<file path="src/rtl/mc_controller_pkg.sv">
// Shared encodings for the multi-cycle controller, ALU and datapath:
// FSM state codes, instruction opcodes/functs, ALU operation codes and
// datapath mux selects.
package mc_defs;

  localparam int unsigned STATE_W  = 4;
  localparam int unsigned OPCODE_W = 6;
  localparam int unsigned FUNCT_W  = 6;
  localparam int unsigned ALU_OP_W = 3;

  typedef enum logic [STATE_W-1:0] {
    S_FETCH    = 4'd0,
    S_DECODE   = 4'd1,
    S_MEMADR   = 4'd2,
    S_MEMRD    = 4'd3,
    S_MEMWB    = 4'd4,
    S_MEMWR    = 4'd5,
    S_RTYPE_EX = 4'd6,
    S_RTYPE_WB = 4'd7,
    S_BRANCH   = 4'd8,
    S_IMM_EX   = 4'd9,
    S_IMM_WB   = 4'd10,
    S_JUMP     = 4'd11
  } state_t;

  // Opcodes (IR[31:26])
  localparam logic [OPCODE_W-1:0] OP_RTYPE = 6'b000000;
  localparam logic [OPCODE_W-1:0] OP_LW    = 6'b100011;
  localparam logic [OPCODE_W-1:0] OP_SW    = 6'b101011;
  localparam logic [OPCODE_W-1:0] OP_BEQ   = 6'b000100;
  localparam logic [OPCODE_W-1:0] OP_BNE   = 6'b000101;
  localparam logic [OPCODE_W-1:0] OP_ADDI  = 6'b001000;
  localparam logic [OPCODE_W-1:0] OP_SLTI  = 6'b001010;
  localparam logic [OPCODE_W-1:0] OP_ANDI  = 6'b001100;
  localparam logic [OPCODE_W-1:0] OP_J     = 6'b000010;

  // R-type funct codes (IR[5:0])
  localparam logic [FUNCT_W-1:0] FN_ADD = 6'b100000;
  localparam logic [FUNCT_W-1:0] FN_SUB = 6'b100010;
  localparam logic [FUNCT_W-1:0] FN_AND = 6'b100100;
  localparam logic [FUNCT_W-1:0] FN_OR  = 6'b100101;
  localparam logic [FUNCT_W-1:0] FN_SLT = 6'b101010;

  // ALU operation codes, shared with the ALU
  localparam logic [ALU_OP_W-1:0] ALU_AND = 3'b000;
  localparam logic [ALU_OP_W-1:0] ALU_OR  = 3'b001;
  localparam logic [ALU_OP_W-1:0] ALU_ADD = 3'b010;
  localparam logic [ALU_OP_W-1:0] ALU_SUB = 3'b011;
  localparam logic [ALU_OP_W-1:0] ALU_SLT = 3'b100;

  // Datapath mux selects
  localparam logic       SRCA_PC     = 1'b0;
  localparam logic       SRCA_REGA   = 1'b1;
  localparam logic [1:0] SRCB_REGB   = 2'b00;
  localparam logic [1:0] SRCB_FOUR   = 2'b01;
  localparam logic [1:0] SRCB_IMM    = 2'b10;
  localparam logic [1:0] SRCB_IMMSH  = 2'b11;
  localparam logic [1:0] PCSRC_ALU   = 2'b00;
  localparam logic [1:0] PCSRC_OUT   = 2'b01;
  localparam logic [1:0] PCSRC_JUMP  = 2'b10;

endpackage

</file>
<file path="src/rtl/mc_controller_if.sv">
// Control bus between the multi-cycle controller and its datapath.
// master: controller side (consumes IR fields, Zero, mem_ready; drives
//         ALU op, mux selects and enables).
// slave : datapath side (the reverse directions).
interface mc_controller_if;
  import mc_defs::*;

  logic [OPCODE_W-1:0] opcode;
  logic [FUNCT_W-1:0]  funct;
  logic                Zero;
  logic                mem_ready;

  logic [ALU_OP_W-1:0] ALU_opc;
  logic                ALUSrcA;
  logic [1:0]          ALUSrcB;
  logic [1:0]          PCSrc;
  logic                pc_write;
  logic                IorD;
  logic                mem_read;
  logic                mem_write;
  logic                IRWrite;
  logic                RegDst;
  logic                MemtoReg;
  logic                RegWrite;
  logic                illegal;

  modport master (
    input  opcode, funct, Zero, mem_ready,
    output ALU_opc, ALUSrcA, ALUSrcB, PCSrc, pc_write, IorD,
           mem_read, mem_write, IRWrite, RegDst, MemtoReg, RegWrite, illegal
  );

  modport slave (
    output opcode, funct, Zero, mem_ready,
    input  ALU_opc, ALUSrcA, ALUSrcB, PCSrc, pc_write, IorD,
           mem_read, mem_write, IRWrite, RegDst, MemtoReg, RegWrite, illegal
  );
endinterface

</file>
<file path="src/rtl/mc_controller_alu_decoder.sv">
// R-type funct decoder: maps funct to an ALU operation code and flags
// whether the funct is supported.
//   funct_i   : IR[5:0]
//   alu_opc_o : ALU operation (ADD when unsupported)
//   valid_o   : 1 when funct is a supported R-type operation
module alu_decoder
  import mc_defs::*;
(
  input  logic [FUNCT_W-1:0]  funct_i,
  output logic [ALU_OP_W-1:0] alu_opc_o,
  output logic                valid_o
);

  always_comb begin
    alu_opc_o = ALU_ADD;
    valid_o   = 1'b1;
    case (funct_i)
      FN_ADD:  alu_opc_o = ALU_ADD;
      FN_SUB:  alu_opc_o = ALU_SUB;
      FN_AND:  alu_opc_o = ALU_AND;
      FN_OR:   alu_opc_o = ALU_OR;
      FN_SLT:  alu_opc_o = ALU_SLT;
      default: valid_o   = 1'b0;
    endcase
  end

endmodule

</file>
<file path="src/rtl/mc_controller.sv">
// Multi-cycle control FSM. Sequences fetch/decode and the execute,
// memory and write-back steps of lw, sw, R-type, beq, bne, addi, slti,
// andi and j. Outputs decode combinationally from state (plus
// mem_ready, Zero, opcode/funct where the instruction needs them).
//   clk : clock, all state changes on posedge
//   rst : synchronous active-high reset; outputs held at defaults
//   bus : control bus (master side), see mc_controller_if
module mc_controller
  import mc_defs::*;
(
  input  logic         clk,
  input  logic         rst,
  mc_controller_if.master bus
);

  state_t              state_q, state_d;
  // lw/sw choice is captured in decode so MEMADR does not depend on IR.
  logic                is_store_q, is_store_d;
  logic [ALU_OP_W-1:0] rt_opc;
  logic                rt_valid;

  alu_decoder u_alu_decoder (
    .funct_i   (bus.funct),
    .alu_opc_o (rt_opc),
    .valid_o   (rt_valid)
  );

  // State register
  always_ff @(posedge clk) begin
    if (rst) begin
      state_q    <= S_FETCH;
      is_store_q <= 1'b0;
    end else begin
      state_q    <= state_d;
      is_store_q <= is_store_d;
    end
  end

  // Next-state and output decode
  always_comb begin
    state_d      = state_q;
    is_store_d   = is_store_q;
    bus.ALU_opc  = ALU_ADD;
    bus.ALUSrcA  = SRCA_PC;
    bus.ALUSrcB  = SRCB_REGB;
    bus.PCSrc    = PCSRC_ALU;
    bus.pc_write = 1'b0;
    bus.IorD     = 1'b0;
    bus.mem_read = 1'b0;
    bus.mem_write= 1'b0;
    bus.IRWrite  = 1'b0;
    bus.RegDst   = 1'b0;
    bus.MemtoReg = 1'b0;
    bus.RegWrite = 1'b0;
    bus.illegal  = 1'b0;

    // Reset cycle keeps every enable low, even mid-instruction.
    if (!rst) begin
      case (state_q)
        S_FETCH: begin
          bus.mem_read = 1'b1;
          bus.ALUSrcB  = SRCB_FOUR;
          if (bus.mem_ready) begin
            bus.IRWrite  = 1'b1;
            bus.pc_write = 1'b1;
            state_d      = S_DECODE;
          end
        end

        S_DECODE: begin
          // Branch target computed speculatively into ALUOut.
          bus.ALUSrcB = SRCB_IMMSH;
          case (bus.opcode)
            OP_LW: begin
              state_d    = S_MEMADR;
              is_store_d = 1'b0;
            end
            OP_SW: begin
              state_d    = S_MEMADR;
              is_store_d = 1'b1;
            end
            OP_RTYPE:                  state_d = S_RTYPE_EX;
            OP_BEQ, OP_BNE:            state_d = S_BRANCH;
            OP_ADDI, OP_SLTI, OP_ANDI: state_d = S_IMM_EX;
            OP_J:                      state_d = S_JUMP;
            default: begin
              bus.illegal = 1'b1;
              state_d     = S_FETCH;
            end
          endcase
        end

        S_MEMADR: begin
          bus.ALUSrcA = SRCA_REGA;
          bus.ALUSrcB = SRCB_IMM;
          state_d     = is_store_q ? S_MEMWR : S_MEMRD;
        end

        S_MEMRD: begin
          bus.mem_read = 1'b1;
          bus.IorD     = 1'b1;
          if (bus.mem_ready) state_d = S_MEMWB;
        end

        S_MEMWB: begin
          bus.RegWrite = 1'b1;
          bus.MemtoReg = 1'b1;
          state_d      = S_FETCH;
        end

        S_MEMWR: begin
          bus.mem_write = 1'b1;
          bus.IorD      = 1'b1;
          if (bus.mem_ready) state_d = S_FETCH;
        end

        S_RTYPE_EX: begin
          bus.ALUSrcA = SRCA_REGA;
          if (rt_valid) begin
            bus.ALU_opc = rt_opc;
            state_d     = S_RTYPE_WB;
          end else begin
            bus.illegal = 1'b1;
            state_d     = S_FETCH;
          end
        end

        S_RTYPE_WB: begin
          bus.RegWrite = 1'b1;
          bus.RegDst   = 1'b1;
          state_d      = S_FETCH;
        end

        S_BRANCH: begin
          bus.ALUSrcA  = SRCA_REGA;
          bus.ALU_opc  = ALU_SUB;
          bus.PCSrc    = PCSRC_OUT;
          bus.pc_write = (bus.opcode == OP_BNE) ? ~bus.Zero : bus.Zero;
          state_d      = S_FETCH;
        end

        S_IMM_EX: begin
          bus.ALUSrcA = SRCA_REGA;
          bus.ALUSrcB = SRCB_IMM;
          case (bus.opcode)
            OP_SLTI: bus.ALU_opc = ALU_SLT;
            OP_ANDI: bus.ALU_opc = ALU_AND;
            default: bus.ALU_opc = ALU_ADD;
          endcase
          state_d = S_IMM_WB;
        end

        S_IMM_WB: begin
          bus.RegWrite = 1'b1;
          state_d      = S_FETCH;
        end

        S_JUMP: begin
          bus.PCSrc    = PCSRC_JUMP;
          bus.pc_write = 1'b1;
          state_d      = S_FETCH;
        end

        default: state_d = S_FETCH;
      endcase
    end
  end

endmodule

</file>
<file path="src/flat_wrapper.sv">
// flat-port wrapper written by rule: the top's interface ports become plain ports
module mc_controller_flat import mc_defs::*;
  (clk, rst, bus_opcode, bus_funct, bus_Zero, bus_mem_ready, bus_ALU_opc, bus_ALUSrcA, bus_ALUSrcB, bus_PCSrc, bus_pc_write, bus_IorD, bus_mem_read, bus_mem_write, bus_IRWrite, bus_RegDst, bus_MemtoReg, bus_RegWrite, bus_illegal);
  mc_controller_if bus_i ();
  input  logic clk;
  input  logic rst;
  input wire logic [$bits(bus_i.opcode)-1:0] bus_opcode;
  input wire logic [$bits(bus_i.funct)-1:0] bus_funct;
  input wire logic [$bits(bus_i.Zero)-1:0] bus_Zero;
  input wire logic [$bits(bus_i.mem_ready)-1:0] bus_mem_ready;
  output wire logic [$bits(bus_i.ALU_opc)-1:0] bus_ALU_opc;
  output wire logic [$bits(bus_i.ALUSrcA)-1:0] bus_ALUSrcA;
  output wire logic [$bits(bus_i.ALUSrcB)-1:0] bus_ALUSrcB;
  output wire logic [$bits(bus_i.PCSrc)-1:0] bus_PCSrc;
  output wire logic [$bits(bus_i.pc_write)-1:0] bus_pc_write;
  output wire logic [$bits(bus_i.IorD)-1:0] bus_IorD;
  output wire logic [$bits(bus_i.mem_read)-1:0] bus_mem_read;
  output wire logic [$bits(bus_i.mem_write)-1:0] bus_mem_write;
  output wire logic [$bits(bus_i.IRWrite)-1:0] bus_IRWrite;
  output wire logic [$bits(bus_i.RegDst)-1:0] bus_RegDst;
  output wire logic [$bits(bus_i.MemtoReg)-1:0] bus_MemtoReg;
  output wire logic [$bits(bus_i.RegWrite)-1:0] bus_RegWrite;
  output wire logic [$bits(bus_i.illegal)-1:0] bus_illegal;
  assign bus_i.opcode = bus_opcode;
  assign bus_i.funct = bus_funct;
  assign bus_i.Zero = bus_Zero;
  assign bus_i.mem_ready = bus_mem_ready;
  assign bus_ALU_opc = bus_i.ALU_opc;
  assign bus_ALUSrcA = bus_i.ALUSrcA;
  assign bus_ALUSrcB = bus_i.ALUSrcB;
  assign bus_PCSrc = bus_i.PCSrc;
  assign bus_pc_write = bus_i.pc_write;
  assign bus_IorD = bus_i.IorD;
  assign bus_mem_read = bus_i.mem_read;
  assign bus_mem_write = bus_i.mem_write;
  assign bus_IRWrite = bus_i.IRWrite;
  assign bus_RegDst = bus_i.RegDst;
  assign bus_MemtoReg = bus_i.MemtoReg;
  assign bus_RegWrite = bus_i.RegWrite;
  assign bus_illegal = bus_i.illegal;
  mc_controller u_core (.clk(clk), .rst(rst), .bus(bus_i));
endmodule
</file>
<file path="config.mk">
export PLATFORM = sky130hd
export DESIGN_NAME = mc_controller_flat
export DESIGN_NICKNAME = d
export VERILOG_FILES = /design/src/rtl/mc_controller_pkg.sv /design/src/rtl/mc_controller_if.sv /design/src/rtl/mc_controller_alu_decoder.sv /design/src/rtl/mc_controller.sv /design/src/flat_wrapper.sv
export SDC_FILE = /design/constraint.sdc
export NUM_CORES = 1
export LEC_CHECK = 0
export BUFFER_PORTS_ARGS = -buffer_cell sky130_fd_sc_hd__buf_4
export CORE_MARGIN = 4
export CORE_UTILIZATION = 45
export CTS_BUF_LIST = sky130_fd_sc_hd__clkbuf_8 sky130_fd_sc_hd__clkbuf_16
export CTS_CLUSTER_DIAMETER = 40
export DETAILED_ROUTE_END_ITERATION = 10
export GPL_TIMING_DRIVEN = 0
export MAX_ROUTING_LAYER = met4
export PLACE_DENSITY_LB_ADDON = 0.12
export SYNTH_ARGS = -nofsm -noshare
export SYNTH_HDL_FRONTEND = slang
export SYNTH_SLANG_ARGS = --single-unit
export TNS_END_PERCENT = 30
</file>
<file path="constraint.sdc">
create_clock -name clk -period 1.6 [get_ports clk]
set_input_delay 0.16 -clock clk [delete_from_list [all_inputs] [get_ports clk]]
set_output_delay 0.16 -clock clk [all_outputs]
set_load 0.005 [all_outputs]
</file>
==> results of run 1 <==
-- cell type report --
class,count,area [um2],share of cell area (%)
sequential,5,108,8.89
clock inverter,1,3.75,0.310
multi-input combinational,98,702,58.0
buffer,8,62.6,5.17
timing repair buffer,34,255,21.1
tap,24,30.0,2.48
clock buffer,3,41.3,3.41
inverter,2,7.51,0.620
-- cell families (layout without fill, tap and decap cells) --
group,count (synthesis),count (layout)
compound gates,29,29
simple gates,63,63
xor+xnor,3,3
mux,3,3
flops,5,5
buf+inv,10,48
-- synthesized netlist by cell type (all sizes together), types with 2 or more instances --
master / instances
or3b: 2
nor3b: 2
xor2: 2
nand3b: 2
inv: 2
a21oi: 7
and3: 2
a31oi: 2
clkbuf: 5
dfxtp: 5
nor4: 3
or2: 2
nor2b: 5
nor2: 17
nor3: 5
nand2b: 7
buf: 3
nand3: 2
nand2: 3
o21ai: 4
a211oi: 2
mux2i: 2
nand4: 2
-- state kept, by name, summed over array words and instances, names as in the netlist --
| signal | flops |
|---|---|
| u_core.state_q | 4 |
| u_core.is_store_q | 1 |
-- routing by layer --
layer | up-vias | share of wire (%) | wire length, um
li1 | 506 | - | -
met1 | 472 | 43 | 1120
met2 | 44 | 49 | 1280
met3 | 4 | 6.7 | 176
met4 | 0 | 1.6 | 41
met5 | - | 0 | 0
-- worst max-delay path: cells and delay by family (launching register included) --
kind,cells,cell delay [ns]
and+or+nand+nor,2,0.62
DFF,1,0.34
AOI/OAI and AO/OA,2,0.33
buffers and inverters,1,0.14
-- worst paths after layout --
path                                  start                              to  slack, ns  depth (start not counted)
max          u_core.state_q[3]$_SDFFE_PP0P_                  bus_ALU_opc[2]      -0.20                          5
min                           bus_opcode[4]  u_core.state_q[1]$_SDFFE_PP0P_       0.31                          4
max reg2reg  u_core.state_q[0]$_SDFFE_PP0P_  u_core.state_q[0]$_SDFFE_PP0P_       0.11                          6
min reg2reg  u_core.is_store_q$_SDFFE_PP0P_  u_core.is_store_q$_SDFFE_PP0P_       0.56                          2
-- timing repair --
| item | in CTS | in global routing |
|---|---|---|
| hold buffers | 0 | 0 |
| endpoints found under the setup margin | 13 | 11 |
| pin swaps | 4 | 5 |
| setup buffers | 3 | 1 |
| gates resized for setup | 13 | 15 |
-- per-stage QoR --
step / util, % / instances / setup TNS (ns) / hold WS, ns
6_report: 75.9 / 175 / -0.822 / 0.306
5_1_grt: 75.9 / 175 / -1.33 / 0.338
4_1_cts: 72.2 / 174 / -0.845 / 0.301
3_5_place_dp: 66.1 / 167 / -0.240 / 0.531
3_3_place_gp: 66.1 / 167 / -0.168 / 0.530
2_1_floorplan: - / 113 / 0 / 0.386
-- power by group through the flow --
stage | logic, uW | clock network (uW) | registers [uW]
CTS | 198 | 228 | 135
detailed placement | 183 | 0 | 138
finish | 213 | 224 | 135
global placement | 179 | 0 | 137
floorplan | 103 | 0 | 136
global route | 233 | 243 | 135
-- cell usage in the layout, fill, tap and decap left out, types with 3 or more instances in the layout --
cell,Yosys,routed
a21oi_1,7,6
buf_4,0,34
buf_6,1,4
clkbuf_8,0,3
dfxtp_2,0,3
inv_1,2,3
nand2_1,3,3
nand2b_1,7,6
nor2_1,17,15
nor2b_1,5,3
nor3_1,5,5
nor4_1,3,3
o21ai_0,4,4
==> qor.csv, run 1 <==
metric;value;unit
postSynthAreaPerCell;7.06;um2
synth_compound_area_share;25.9;%
finalSetupViolCount;8;
skew;0.00452;ns
antenna_found_initial;0;
p_switching;170;uW
drv_slew;0;
vias;1026;
hold_viol;0;
slowest_delay;0.41;ns
gp_congestion;0.874;
ioPinCount;33;
overflow;0;
grt-busiest-layer;met2;
synth_nets;129;
antenna_left;0;
cts_made_buffers;3;
synth-simple-area-share;48.4;%
use_met1;27.3;%
cts_tree;done;
yosys_warnings;0;
synth_top_family_by_area;simple AND/OR/NAND/NOR gates;
grt_pass1_vias;924;
hold_path_class;in2reg;
maxSlewHeadroom;66.1;%
drtIter0Drc;28;
routedWlPerCell;15.0;um
dp_slack;-0.0984;ns
grt_util_met3;2.71;%
max-vdd-ir-drop;0.940;mV
worstPathArrival;1.64;ns
fin_area;1210;um2
cp_cell_sequence;nand4bb_4, or3b_4, o32a_1, a211oi_2, buf_4;
max_freq;555;MHz
status;finished with violations;
rsz0062_at_grt;true;
clk_latency;0.22;ns
grt_pass1_wl;4.20;mm
leakage;0.000499;uW
critPathLaunchType;flip-flop;
min_period;1.80;ns
drv_cap;0;
clockRootBuffer;clkbuf_8;
h-tree-depth;1;
drive_gt1_share;43.0;%
synth_edf_count;0;
synthFlopType;dfxtp_1;
synth-xor-area-share;3.29;%
path_class;reg2out;
drt_pass1_iterations;4;
start_util;50.1;%
power_frac_comb;37.3;%
design.die.area;2510;um2
cts.sinks;5;
synth_area_leaders;dfxtp_1 (13%), nor2_1 (8.0%), nand2b_1 (5.5%);
cp-end-kind;output port;
internal_power;401;uW
post-route-period-util;113;%
nNetsFinal;168;
p_clk_share;39.1;%
std_cell_rows;14;
grt_max_degree;11;
vias_per_cell;5.86;
ys_async_sr_fraction;0;%
clk_path_buf_depth;2;
placed_area;1050;um2
hpwl;1.89;mm
syn_area;798;um2
power.density;473;nW/um2
yosysTopAreaCell;dfxtp_1;
worstMarginPinSlew;0.508;ns
wl;2.62;mm
timing.final.ws_setup;-0.201;ns
cts.reportedPaths.clkPinSlew;0.04;ns
nFillCells;128;
violations;negative setup slack;
die_w;50.1;um
synth_cells;113;
yosysUniqueCellTypes;51;
critical_path_required;1.44;ns
antenna_cells;0;
ys_seq_elements;5;
core;1590;um2
grt_util_met2;34.6;%
path_max_fanout;5;
cp_slowest_cell;or3b_4;
port_buffers;30;
p_total;572;uW
drc;0;
yosysTopAreaCellShare;12.5;%
sequentialPowerShare;23.6;%
p_sw_share;29.8;%
synth_mux_area_share;3.92;%
yosysSeqAreaShare;12.5;%
grt.total_usage;21.4;%
area_delta_synth_final;51.6;%
die_h;50.1;um
synth_fa_ha_area_share;0;%
(Power assumes the default switching activity.)
==> run 2, diff against run 1 <==
--- a/config.mk
+++ b/config.mk
@@ -7,10 +7,11 @@
 export LEC_CHECK = 0
 export BUFFER_PORTS_ARGS = -buffer_cell sky130_fd_sc_hd__buf_4
 export CORE_MARGIN = 4
-export CORE_UTILIZATION = 45
+export CORE_UTILIZATION = 44
 export CTS_BUF_LIST = sky130_fd_sc_hd__clkbuf_8 sky130_fd_sc_hd__clkbuf_16
 export CTS_CLUSTER_DIAMETER = 40
 export DETAILED_ROUTE_END_ITERATION = 10
+export GPL_ROUTABILITY_DRIVEN = 0
 export GPL_TIMING_DRIVEN = 0
 export MAX_ROUTING_LAYER = met4
 export PLACE_DENSITY_LB_ADDON = 0.12
==> qor.csv, run 2 (same netlist as run 1, synthesis figures left out) <==
metric;value;unit;change
start_util;46.2;%;was 50.1%
drtIter0Drc;39;;was 28
drv_slew;0;;unchanged
routedWlPerCell;15.1;um;was 15.0 um
placed_cells;168;;was 167
worstMarginPinSlew;0.475;ns;was 0.508 ns
area_delta_synth_final;51.6;%;unchanged
vias_per_cell;6.06;;was 5.86
area.sequential;110;um2;was 108 um2
port_buffers;30;;unchanged
drc;0;;unchanged
grt-busiest-layer;met2;;unchanged
slowest_delay;0.40;ns;was 0.41 ns
p_total;574;uW;was 572 uW
critPathLaunchType;flip-flop;;unchanged
grt_util_met3;8.01;%;was 2.71%
wl;2.63;mm;was 2.62 mm
clockRootBuffer;clkbuf_8;;unchanged
path_max_fanout;6;;was 5
min_period;1.82;ns;was 1.80 ns
antenna_found_initial;0;;unchanged
power.density;474;nW/um2;was 473 nW/um2
cts.sinks;5;;unchanged
hold_path_class;in2reg;;unchanged
std_cell_rows;15;;was 14
cts.reportedPaths.clkPinSlew;0.04;ns;about the same
layout.cells.non_filler;174;;was 175
skew;0.00324;ns;was 0.00452 ns
overflow;0;;unchanged
ioPinCount;33;;unchanged
violations;negative setup slack;;unchanged
maxSlewHeadroom;68.3;%;was 66.1%
drv_cap;0;;unchanged
largestRegisters;u_core.state_q x4, u_core.is_store_q x1;;unchanged
hold_viol;0;;unchanged
cp-end-kind;output port;;unchanged
status;finished with violations;;unchanged
rsz0062_at_grt;true;;unchanged
grt_max_degree;11;;unchanged
largest_reg_flops;4;;unchanged
final_cell_mix;buf_4 (32), nor2_1 (15), a21oi_1 (7);;was buf_4 (34), nor2_1 (15), nand2b_1 (6), a21oi_1 (6), nor3_1 (5)
die_w;50.6;um;was 50.1 um
finalSetupViolCount;5;;was 8
clk_path_buf_depth;2;;unchanged
fin_setup_tns;-0.734;ns;was -0.822 ns
hpwl;1.81;mm;was 1.89 mm
cp_slowest_cell;or3b_4;;unchanged
regMostFlops;u_core.state_q;;unchanged
worstPathArrival;1.66;ns;was 1.64 ns
nFillCells;156;;was 128
nNetsFinal;166;;was 168
grt_pass1_wl;4.02;mm;was 4.20 mm
max-vdd-ir-drop;0.586;mV;was 0.940 mV
die_h;50.6;um;was 50.1 um
timing.final.ws_setup;-0.219;ns;was -0.201 ns
core;1730;um2;was 1590 um2
leakage;0.000491;uW;was 0.000499 uW
critical_path_required;1.44;ns;about the same
grt.total_usage;21.0;%;was 21.4%
cts_tree;done;;unchanged
grt_pass1_vias;909;;was 924
use_met1;24.6;%;was 27.3%
drt_pass1_iterations;4;;unchanged
vias;1055;;was 1026
drive_gt1_share;40.9;%;was 43.0%
cts_made_buffers;3;;unchanged
antenna_left;0;;unchanged
post-route-period-util;114;%;was 113%
design.die.area;2560;um2;was 2510 um2
h-tree-depth;1;;unchanged
antenna_cells;0;;unchanged
cp_cell_sequence;nand4bb_4, or3b_4, o32a_1, a211oi_2, buf_4;;unchanged
max_freq;550;MHz;was 555 MHz
clk_latency;0.23;ns;was 0.22 ns
grt_util_met2;33.5;%;was 34.6%
multi_input_area;698;um2;was 702 um2
path_class;reg2out;;unchanged
final_common_cell;buf_4;;unchanged
cts_hold_buf;0;;unchanged
[run 2: timing repair]
item | in CTS | in global routing
resized for setup | 23 | 7
pin swaps | 3 | 2
endpoints found under the setup margin | 15 | 9
setup buffers | 2 | 0
[run 2: final timing paths]
| kind | end | slack (ns) | cells after the start | start |
|---|---|---|---|---|
| worst min register to register | u_core.is_store_q$_SDFFE_PP0P_ | 0.56 | 2 | u_core.is_store_q$_SDFFE_PP0P_ |
| worst min-delay path | u_core.state_q[3]$_SDFFE_PP0P_ | 0.31 | 4 | bus_opcode[5] |
| worst max register to register | u_core.is_store_q$_SDFFE_PP0P_ | 0.06 | 6 | u_core.state_q[1]$_SDFFE_PP0P_ |
| worst max-delay path | bus_ALU_opc[2] | -0.22 | 5 | u_core.state_q[0]$_SDFFE_PP0P_ |
[run 2: power breakdown]
group          leakage, uW  internal (uW)  switching [uW]  total, uW
combinational     0.000422            102             101        203
sequential       0.0000430            128            7.67        135
clock            0.0000269            165            70.0        235
[run 2: final cells by class]
class | count | share of cell area, %
sequential | 5 | 9.10
buffer | 8 | 6.41
clock buffer | 3 | 3.41
multi-input combinational | 98 | 57.7
inverter | 2 | 0.620
tap | 25 | 2.59
clock inverter | 1 | 0.310
timing repair buffer | 32 | 19.9
[run 2: layer usage]
metal | part of all wire (%) | wire, um
met1 | 41 | 1070
met2 | 51 | 1350
met3 | 6.9 | 182
met4 | 1.2 | 31
met5 | 0 | 0
[run 2: worst max-delay path: cells and delay by family (launching register included)]
family	cells	cell delay, ns
AND/OR/NAND/NOR	2	0.62
buffers and inverters	1	0.14
flip-flops	1	0.34
AO/OA/AOI/OAI	2	0.33
[run 2: stage by stage]
step                      hold slack [ns]  utilization, %  worst slack, ns  area [um2]
final                               0.307            70.1           -0.219        1210
after global routing                0.342            70.1           -0.290        1210
after CTS                           0.311            68.6           -0.220        1180
after detailed placement            0.533            61.1           -0.106        1050
after global placement              0.533            61.1           -0.102        1050
after floorplan                     0.386               -            0.130         798
==> run 3, diff against run 2 <==
==> constraint.sdc (replaced) <==
create_clock -name clk -period 1.6 [get_ports clk]
set_input_delay 0.32 -clock clk [delete_from_list [all_inputs] [get_ports clk]]
set_output_delay 0.32 -clock clk [all_outputs]
set_load 0.005 [all_outputs]
==> qor.csv, run 3 (same netlist as run 1, synthesis figures left out) <==
metric;value;unit;change
grt_pass1_vias;978;;was 909
antenna_found_initial;0;;unchanged
cts_tree;done;;unchanged
p_sw_share;30.3;%;was 31.2%
grt_max_degree;11;;unchanged
vias;1044;;was 1055
drive_gt1_share;43.8;%;was 40.9%
path_max_fanout;4;;was 6
hold_ws;0.486;ns;was 0.307 ns
ioPinCount;33;;unchanged
critical_path_required;1.28;ns;was 1.44 ns
drv_cap;0;;unchanged
power_frac_comb;38.2;%;was 35.4%
std_cell_rows;15;;unchanged
overflow;0;;unchanged
grt_pass1_wl;4.40;mm;was 4.02 mm
critPathLaunchType;flip-flop;;unchanged
core;1730;um2;unchanged
cp_slowest_cell;or3b_4;;unchanged
port_buffers;30;;unchanged
rsz0062_at_grt;true;;unchanged
post-route-period-util;123;%;was 114%
hpwl;1.83;mm;was 1.81 mm
vias_per_cell;5.87;;was 6.06
worstMarginPinSlew;0.402;ns;was 0.475 ns
antenna_cells;0;;unchanged
sequentialPowerShare;22.7;%;was 23.6%
p_switching;177;uW;was 179 uW
routedWlPerCell;15.1;um;about the same
final_common_cell;buf_4;;unchanged
p_clk_share;39.1;%;was 41.0%
finalSetupViolCount;13;;was 5
grt.total_usage;22.4;%;was 21.0%
area_delta_synth_final;57.4;%;was 51.6%
worstPathArrival;1.65;ns;was 1.66 ns
path_class;reg2out;;unchanged
drtIter0Drc;44;;was 39
power.density;464;nW/um2;was 474 nW/um2
cp-end-kind;output port;;unchanged
cp_cell_sequence;nand4bb_4, or3b_4, o41ai_2, buf_4;;was nand4bb_4, or3b_4, o32a_1, a211oi_2, buf_4
die_h;50.6;um;unchanged
leakage;0.000522;uW;was 0.000491 uW
status;finished with violations;;unchanged
dp_slack;-0.264;ns;was -0.106 ns
drt_pass1_iterations;4;;unchanged
largestRegisters;u_core.state_q x4, u_core.is_store_q x1;;unchanged
nFillCells;142;;was 156
cts.reportedPaths.clkPinSlew;0.04;ns;about the same
wl;2.68;mm;was 2.63 mm
drc;0;;unchanged
max-vdd-ir-drop;0.492;mV;was 0.586 mV
clockRootBuffer;clkbuf_8;;unchanged
design.die.area;2560;um2;unchanged
nNetsFinal;170;;was 166
clk_latency;0.22;ns;was 0.23 ns
timing.final.ws_setup;-0.373;ns;was -0.219 ns
die_w;50.6;um;unchanged
start_util;46.2;%;unchanged
regMostFlops;u_core.state_q;;unchanged
drv_slew;0;;unchanged
clk_path_buf_depth;2;;unchanged
path_delay_family;simple AND/OR/NAND/NOR gates;;unchanged
maxSlewHeadroom;73.0;%;was 68.3%
fin_setup_tns;-2.27;ns;was -0.734 ns
violations;negative setup slack;;unchanged
internal_power;407;uW;was 395 uW
rrSetupSlack;0.06;ns;about the same
cts_made_buffers;3;;unchanged
hold_path_class;in2reg;;unchanged
min_period;1.97;ns;was 1.82 ns
max_freq;507;MHz;was 550 MHz
worstPathBufferInverterCount;1;;unchanged
h-tree-depth;1;;unchanged
hold_viol;0;;unchanged
final_cell_mix;buf_4 (35), nor2_1 (16), nand2b_1 (6), a21oi_1 (6);;was buf_4 (32), nor2_1 (15), a21oi_1 (7)
skew;0.000904;ns;was 0.00324 ns
largest_reg_flops;4;;unchanged
slowest_delay;0.41;ns;was 0.40 ns
cts.sinks;5;;unchanged
antenna_left;0;;unchanged
## run 3: changes by cell type in the layout (fill, tap and decap cells not counted), sizes merged
cell,previous run,this run
clkbuf,7,6
buf,36,41
## run 3: power by group through the flow
| stage | Clock, uW | Sequential (uW) | Combinational, uW |
|---|---|---|---|
| 3_3_place_gp | 0 | 137 | 179 |
| 4_1_cts | 232 | 133 | 210 |
| 6_report | 228 | 133 | 223 |
| 5_1_grt | 240 | 133 | 241 |
| 3_5_place_dp | 0 | 137 | 183 |
| 2_1_floorplan | 0 | 136 | 103 |
## run 3: repair_timing
item | 4_1_cts | 5_1_grt
gates resized for setup | 23 | 10
hold buffers | 0 | 0
pin swaps | 6 | 3
setup buffers | 5 | 1
setup endpoints to repair | 17 | 15
## run 3: stage by stage
step / area (um2) / power [uW] / cells / util (%)
global route: 1260 / 615 / 178 / 72.8
floorplan: 798 / 239 / 113 / -
detailed placement: 1050 / 320 / 168 / 61.1
CTS: 1220 / 575 / 177 / 70.6
global placement: 1050 / 317 / 168 / 61.1
finish: 1260 / 583 / 178 / 72.8
## run 3: per-layer routing
| layer | GRT usage [%] | up-vias | wire length (um) |
|---|---|---|---|
| met5 | - | - | 0 |
| met4 | 11.7 | 0 | 55 |
| met3 | 2.97 | 8 | 221 |
| met2 | 37.0 | 54 | 1340 |
| met1 | 26.5 | 474 | 1070 |
| li1 | - | 508 | - |
## run 3: cell type report
class                      instances  area [um2]  share of cell area, %
clock buffer                       3        41.3                   3.29
sequential                         5         110                   8.77
tap                               25        31.3                   2.49
clock inverter                     1        3.75                  0.299
inverter                           2        7.51                  0.598
multi-input combinational         98         704                   56.1
buffer                             8        80.1                   6.37
timing repair buffer              36         278                   22.1
## run 3: tightest hold or removal path, delay by kind of cell
family                 cells  cell delay (ns)
multiplexers               1             0.12
buffers and inverters      1             0.11
AND/OR/NAND/NOR            2             0.10
## run 3: final timing paths
kind | start | end | depth (start not counted)
max | u_core.state_q[0]$_SDFFE_PP0P_ | bus_ALU_opc[0] | 4
min | bus_opcode[2] | u_core.is_store_q$_SDFFE_PP0P_ | 4
max reg2reg | u_core.state_q[2]$_SDFFE_PP0P_ | u_core.state_q[0]$_SDFFE_PP0P_ | 5
min reg2reg | u_core.is_store_q$_SDFFE_PP0P_ | u_core.is_store_q$_SDFFE_PP0P_ | 2
